**src/rtl/knn_pkg.sv**
```systemverilog
// knn_pkg: shared widths, types and helpers for the KNN distance/insert datapath.
//   DATA_W   : distance and list entry width
//   K        : number of neighbour slots in the sorted list
//   COORD_W  : coordinate width (half of DATA_W)
//   coord_t  : one unsigned coordinate
//   dist_t   : one unsigned (squared) distance / list entry
//   DIST_MAX : all-ones distance, used as the empty-slot marker
package knn_pkg;

    localparam int DATA_W  = 32;
    localparam int K       = 4;
    localparam int COORD_W = DATA_W / 2;

    typedef logic [COORD_W-1:0] coord_t;
    typedef logic [DATA_W-1:0]  dist_t;

    localparam dist_t DIST_MAX = {DATA_W{1'b1}};

    // Unsigned absolute difference; never wraps because the larger operand
    // is always the minuend.
    function automatic coord_t abs_diff(input coord_t a, input coord_t b);
        coord_t d;
        if (a >= b) begin
            d = a - b;
        end else begin
            d = b - a;
        end
        return d;
    endfunction

endpackage

```
**src/rtl/knn_core.sv**
```systemverilog
// knn_core: combinational squared-Euclidean distance between two 2-D points.
// Ports:
//   clk, rst        : present for uniform integration; no state is kept
//   KNN_ENABLE      : when low, z is forced to zero
//   x1, x2, y1, y2  : unsigned coordinates of the two points
//   z               : dx^2 + dy^2, saturated to DIST_MAX on overflow
module knn_core
    import knn_pkg::*;
(
    input  logic              clk,
    input  logic              rst,
    input  logic              KNN_ENABLE,
    input  logic [COORD_W-1:0] x1,
    input  logic [COORD_W-1:0] x2,
    input  logic [COORD_W-1:0] y1,
    input  logic [COORD_W-1:0] y2,
    output logic [DATA_W-1:0] z
);

    coord_t            dx_s;
    coord_t            dy_s;
    dist_t             dx_sq_s;
    dist_t             dy_sq_s;
    logic [DATA_W:0]   sum_s;

    // Clock and reset have no function here; fold them into a sink.
    wire unused_s = &{1'b0, clk, rst};

    // Distance datapath: two squares, one extra carry bit for the add.
    always_comb begin
        dx_s    = abs_diff(x1, x2);
        dy_s    = abs_diff(y1, y2);
        dx_sq_s = dist_t'(dx_s) * dist_t'(dx_s);
        dy_sq_s = dist_t'(dy_s) * dist_t'(dy_s);
        sum_s   = {1'b0, dx_sq_s} + {1'b0, dy_sq_s};
    end

    // Output select: disable wins, then saturation on carry-out.
    always_comb begin
        if (!KNN_ENABLE) begin
            z = {DATA_W{1'b0}};
        end else if (sum_s[DATA_W]) begin
            z = DIST_MAX;
        end else begin
            z = sum_s[DATA_W-1:0];
        end
    end

endmodule

```
**src/rtl/knn_list.sv**
```systemverilog
// knn_list: combinational insertion of one distance into an ascending K-slot
// list; the previous largest entry falls off the end.
// Ports:
//   clk, rst        : unused, present for uniform integration
//   neighbour_data  : current list, slot i at [(i+1)*DATA_W-1 : i*DATA_W], slot 0 nearest
//   dist_target     : candidate distance
//   list_out        : updated list, same packing
module knn_list
    import knn_pkg::*;
(
    input  logic                clk,
    input  logic                rst,
    input  logic [K*DATA_W-1:0] neighbour_data,
    input  logic [DATA_W-1:0]   dist_target,
    output logic [K*DATA_W-1:0] list_out
);

    wire unused_s = &{1'b0, clk, rst};

    // Each slot decides independently: keep its entry, take the target, or
    // take the entry shifted down from the slot above. Using >= keeps ties
    // stable (target lands after equal entries).
    for (genvar i = 0; i < K; i++) begin : g_slot
        dist_t cur_s;
        dist_t out_s;

        assign cur_s = neighbour_data[i*DATA_W +: DATA_W];

        if (i == 0) begin : g_first
            // Slot 0 has no predecessor: keep or take target.
            always_comb begin
                if (dist_target >= cur_s) begin
                    out_s = cur_s;
                end else begin
                    out_s = dist_target;
                end
            end
        end else begin : g_rest
            dist_t prev_s;

            assign prev_s = neighbour_data[(i-1)*DATA_W +: DATA_W];

            // Keep, insert here, or shift the predecessor down.
            always_comb begin
                if (dist_target >= cur_s) begin
                    out_s = cur_s;
                end else if (dist_target >= prev_s) begin
                    out_s = dist_target;
                end else begin
                    out_s = prev_s;
                end
            end
        end

        assign list_out[i*DATA_W +: DATA_W] = out_s;
    end

endmodule

```
**src/rtl/knn_dist_insert.sv**
```systemverilog
// knn_dist_insert: KNN datapath wrapper holding the distance unit and the
// sorted-list insertion unit side by side. Both are purely combinational;
// the enclosing controller owns sequencing and list storage.
// Ports:
//   clk, rst        : shared clock / synchronous active-high reset (no effect on outputs)
//   KNN_ENABLE      : distance output enable
//   x1, x2, y1, y2  : point coordinates
//   z               : squared distance (saturated)
//   neighbour_data  : current ascending list
//   dist_target     : candidate distance to insert
//   list_out        : updated list
module knn_dist_insert
    import knn_pkg::*;
(
    input  logic                 clk,
    input  logic                 rst,
    input  logic                 KNN_ENABLE,
    input  logic [COORD_W-1:0]   x1,
    input  logic [COORD_W-1:0]   x2,
    input  logic [COORD_W-1:0]   y1,
    input  logic [COORD_W-1:0]   y2,
    output logic [DATA_W-1:0]    z,
    input  logic [K*DATA_W-1:0]  neighbour_data,
    input  logic [DATA_W-1:0]    dist_target,
    output logic [K*DATA_W-1:0]  list_out
);

    knn_core u_core (
        .clk        (clk),
        .rst        (rst),
        .KNN_ENABLE (KNN_ENABLE),
        .x1         (x1),
        .x2         (x2),
        .y1         (y1),
        .y2         (y2),
        .z          (z)
    );

    knn_list u_list (
        .clk            (clk),
        .rst            (rst),
        .neighbour_data (neighbour_data),
        .dist_target    (dist_target),
        .list_out       (list_out)
    );

endmodule

```
**config.mk**
```make
export PLATFORM = sky130hd
export DESIGN_NAME = knn_dist_insert
export DESIGN_NICKNAME = d
export VERILOG_FILES = /design/src/rtl/knn_pkg.sv /design/src/rtl/knn_core.sv /design/src/rtl/knn_list.sv /design/src/rtl/knn_dist_insert.sv
export SDC_FILE = /design/constraint.sdc
export NUM_CORES = 2
export LEC_CHECK = 0
export ABC_AREA = 0
export BUFFER_PORTS_ARGS = -buffer_cell sky130_fd_sc_hd__buf_2
export CAP_MARGIN = 20
export CORE_UTILIZATION = 55
export DETAILED_ROUTE_END_ITERATION = 10
export GPL_TIMING_DRIVEN = 0
export PLACE_DENSITY = 0.74
export SLEW_MARGIN = 20
export SYNTH_ARGS = -nofsm -noshare
export SYNTH_HDL_FRONTEND = slang
export SYNTH_HIERARCHICAL = 1
export SYNTH_SLANG_ARGS = --single-unit
export TNS_END_PERCENT = 10
```
**constraint.sdc**
```tcl
create_clock -name vclk -period 20.5
set_input_delay 4.1 -clock vclk [all_inputs]
set_output_delay 4.1 -clock vclk [all_outputs]
set_load 0.1 [all_outputs]
```
=== After elaboration in Yosys (flattened, before gate mapping) ===
Index checks and enable logic that the tools add are counted.

* Register bits: 0
* Latch bits: 0
* Memory bits (writable): 0
* Memory bits (read-only): 0
* Input bits: 227
* Output and inout port bits: 160
* Logic and storage cells: 24
* Memories kept: 0

* $add $sub $neg: 5
* Multipliers: 2
* Divide/modulo/power cells: 0
* Magnitude comparators: 6
* Equal/unequal tests: 0
* Shift operators: 0
* Multiplexer cells: 11
* Bitwise logic cells: 0
* Reduce and logical (&&, ||, !) cells: 0

{| class="wikitable"
|+ Operators by type and width
! operator !! number
|-
| 32-bit 2-to-1 mux || 9
|-
| 32-bit >= comparator || 4
|-
| 16-bit by 16-bit multiplier with 32-bit output || 2
|-
| 16-bit subtractor || 4
|-
| 32-bit by 32-bit adder with 33-bit output || 1
|-
| 16-bit >= comparator || 2
|-
| 16-bit 2-to-1 mux || 2
|}

=== Depth between registers and ports, before layout ===
* Word-level depth: 6
* Gate-level depth with buffers: 42
* Gate-level depth less buffers: 40

=== Cells and area by module ===
The synthesis kept the hierarchy.

{| class="wikitable"
|+ Modules (own cells, without submodules)
! module !! times used !! cells an instance !! area an instance (um^2) !! seq. area each (um^2)
|-
| knn_core || 1 || 2120 || 18286.3 || 0.0
|-
| knn_list || 1 || 770 || 5632.9 || 0.0
|}

=== Worst setup path before layout ===
No wires, ideal clock.

* Path type: in2out
* From: input port y1[2]
* To: output port z[19]
* Arrival: 13.967 ns
* Slack: 2.433 ns
* Stages on the path: 37
* Path buffers: 2
* Cell sequence: inv_1 ha_1 buf_2 nor2b_1 o31ai_2 a31oi_1 o31a_2 nor2_4 buf_6 mux2_2 xnor2_1 clkinv_1 nand2_1 fa_1 fa_1 inv_1 fa_1 inv_1 fa_1 inv_1 fa_1 fa_1 fa_1 inv_1 fa_1 inv_1 ha_1 nand2_1 a21oi_1 a221oi_2 o21ai_2 a32o_1 a21oi_2 o21ai_1 a21oi_1 xnor3_1 o41a_1

* Word-level cells in the longest chain between the ends: 6

{| class="wikitable"
|+ RTL lines
! item !! line !! text
|-
| from (decl) || knn_dist_insert.sv:20 || <nowiki>input logic [COORD_W-1:0] y1,</nowiki>
|-
| 16-bit subtractor, or another cell as far along || knn_pkg.sv:26 || <nowiki>d = b - a;</nowiki>
|-
| 16-bit 2-to-1 mux (*) || knn_pkg.sv:23 || <nowiki>if (a >= b) begin</nowiki>
|-
| 16-bit by 16-bit multiplier with 32-bit output (*) || knn_core.sv:34 || <nowiki>dy_sq_s = dist_t'(dy_s) * dist_t'(dy_s);</nowiki>
|-
| 32-bit by 32-bit adder with 33-bit output (*) || knn_core.sv:35 || <nowiki>sum_s = {1'b0, dx_sq_s} + {1'b0, dy_sq_s};</nowiki>
|-
| 32-bit 2-to-1 mux (*) || knn_core.sv:42 || <nowiki>end else if (sum_s[DATA_W]) begin</nowiki>
|-
| 32-bit 2-to-1 mux (*) || knn_core.sv:40 || <nowiki>if (!KNN_ENABLE) begin</nowiki>
|-
| to (decl) || knn_dist_insert.sv:22 || <nowiki>output logic [DATA_W-1:0] z,</nowiki>
|}

Every way passes the cells marked *; elsewhere a longest branch is shown, timed or not.

=== Final worst setup path ===
* From: input port x1[0]
* To: output port z[15]

* Word-level cells in the longest chain between the ends: 6

{| class="wikitable"
|+ RTL lines
! item !! line !! text
|-
| from (decl) || knn_dist_insert.sv:18 || <nowiki>input logic [COORD_W-1:0] x1,</nowiki>
|-
| 16-bit subtractor, or another cell as far along || knn_pkg.sv:26 ||
|-
| 16-bit 2-to-1 mux (*) || knn_pkg.sv:23 ||
|-
| 16-bit by 16-bit multiplier with 32-bit output (*) || knn_core.sv:33 || <nowiki>dx_sq_s = dist_t'(dx_s) * dist_t'(dx_s);</nowiki>
|-
| 32-bit by 32-bit adder with 33-bit output (*) || knn_core.sv:35 ||
|-
| 32-bit 2-to-1 mux (*) || knn_core.sv:42 ||
|-
| 32-bit 2-to-1 mux (*) || knn_core.sv:40 ||
|}

Marked as above.

==> results_dict.tcl <==
set metrics [dict create \
    n_clock_buffer 0 \
    detail-route-antenna-nets 0 \
    gp_congestion 1.03 \
    fmax_mhz 50.3 \
    cpMaxStageDelayCell "fa_1" \
    setup_tns_ns 0 \
    area_delta_synth_final_pct 11.5 \
    min_period_ns 19.89 \
    synthMuxAreaShare 0.0635 \
    synth.avg_cell_area_um2 8.28 \
    start_util 0.557 \
    synth_top_family_by_area "adder cells" \
    via_per_inst 5.59 \
    multi_input_area_mm2 0.0206 \
    grt-ovfl-total 0 \
    grt_setup_unrepaired "no" \
    grt_pass1_vias 22380 \
    syn_nets 3893 \
    netlist_top_cells_area "fa_1, ha_1, inv_1, mux2i_1, nand2_1" \
    wl_per_cell_um 20.1 \
    hold_class "in -> out" \
    dieArea_mm2 0.0443 \
    design.seq.count 0 \
    portBuffers 385 \
    crit_required_ns 16.40 \
    synth.top_cells.by_count "inv_1, fa_1, ha_1" \
    track_usage 0.355 \
    outcome "completed" \
    fin_nets 4280 \
    critPathMaxFanout 10 \
    fin_crit_sh 0.970 \
    worstPathArrival_ns 15.79 \
    dr.pass1.iters 8 \
    synth-compound-area-share 0.125 \
    critPathLaunchType "primary input" \
    crit_top_cell "fa_1" \
    routed_wl_um 77800 \
    synth_area_mm2 0.0239 \
    maxSlewHeadroom 0.332 \
    synth_cell_types 78 \
    synthAdderAreaFrac 0.528 \
    synth_xor_area_frac 0.0285 \
    yosysTopAreaCell "fa_1" \
    drive_gt1_frac 0.160 \
    grt_pass1_wl_um 122000 \
    setup_viol 0 \
    drtIter0Drc 1687 \
    path_class "in -> out" \
    ys_warn_count 6 \
    cpPeakStageDelay_ns 0.62 \
    hpwl_um 68800 \
    core_area_mm2 0.0430 \
    synth.most_common_cell "inv_1" \
    cp-end-kind "primary output" \
    drc 0 \
    die_w_um 211 \
    ys_seq_area_frac 0 \
    hold_viol_final 0 \
    vias 21635 \
    die_h_um 211 \
    holdBufCountCts 0 \
    regArea_um2 0 \
    io_pins 387 \
    drv_slew 0 \
    antenna_found_initial 11 \
    rows 76 \
    tightest_slew_ns 0.999 \
    syn_inst 2890 \
    grt_max_degree 11 \
    fill_cells 3975 \
    drv_cap 0 \
    yosysTopAreaCellShare 0.326 \
    yosys.area_share.simple 0.113 \
]
per-layer routing:
layer	part of all wire	global-route usage	up-vias
met3	0.080	0.0438	140
met4	0.027	0.0942	6
met5	0.00051	0	-
li1	-	-	9965
met2	0.46	0.575	894
met1	0.43	0.500	10630
cell usage in the layout (no fill, tap or decap), types with 14 or more instances in the layout:
master and n:
inv_1 757, buf_2 434, fa_1 390, ha_1 386, nand2_1 201, nor2_1 195, mux2i_1 136, a21oi_1 115
o21ai_0 91, a21o_1 57, o21a_1 43, clkbuf_1 40, xnor2_1 32, nand4b_1 32, o221ai_1 32, nand2b_1 28
nand4_1 25, xor2_1 23, nand3_1 17, nor3_1 14, a211oi_1 14
area by class of cell:
class                      count  share of cell area
buffer                       106              0.0199
tap                          585              0.0274
antenna                        9            0.000844
timing repair buffer         385              0.0723
inverter                     764               0.108
multi-input combinational   2020               0.772
logic make-up after synthesis:
kind of cell	count (synthesis)
adders and majority gates	776
AOI/OAI and AO/OA	446
buffers and inverters	870
muxes	150
and+or+nand+nor	577
xor gates and xnor gates	71
critical path: cells and delay by family:
kind / cells / cell delay [ns]
AOI/OAI and AO/OA: 10 / 2.51
xor gates and xnor gates: 1 / 0.56
adders and majority gates: 11 / 5.16
buffers and inverters: 13 / 2.34
muxes: 1 / 0.48
and+or+nand+nor: 4 / 0.64
metrics by stage:
stage / setup slack (ns) / hold WS, ns / cell area [um^2] / util / instances
6_report: 0.608 / 8.71 / 26700 / 0.621 / 3869
5_1_grt: 0.158 / 8.74 / 26700 / 0.620 / 3867
4_1_cts: 0.111 / 8.71 / 26600 / 0.619 / 3860
3_5_place_dp: 0.206 / 8.71 / 26600 / 0.619 / 3860
3_3_place_gp: 0.313 / 8.71 / 26600 / 0.618 / 3860
2_1_floorplan: 2.43 / 8.63 / 23900 / - / 2890
timing repair:
action	in CTS	in global routing
endpoints found under the hold margin	0	0
endpoints found under the setup margin	0	32
resized for setup	0	8
setup buffers	0	0
final timing paths:
kind	startpoint	end	slack, ns	cells after the start
setup / recovery	x1[0]	z[15]	0.61	40
hold / removal	neighbour_data[127]	list_out[127]	8.71	4
Power is left out: the tool's default activity adds up to more than one toggle a clock period on the data nets, which glitch-free logic cannot reach.
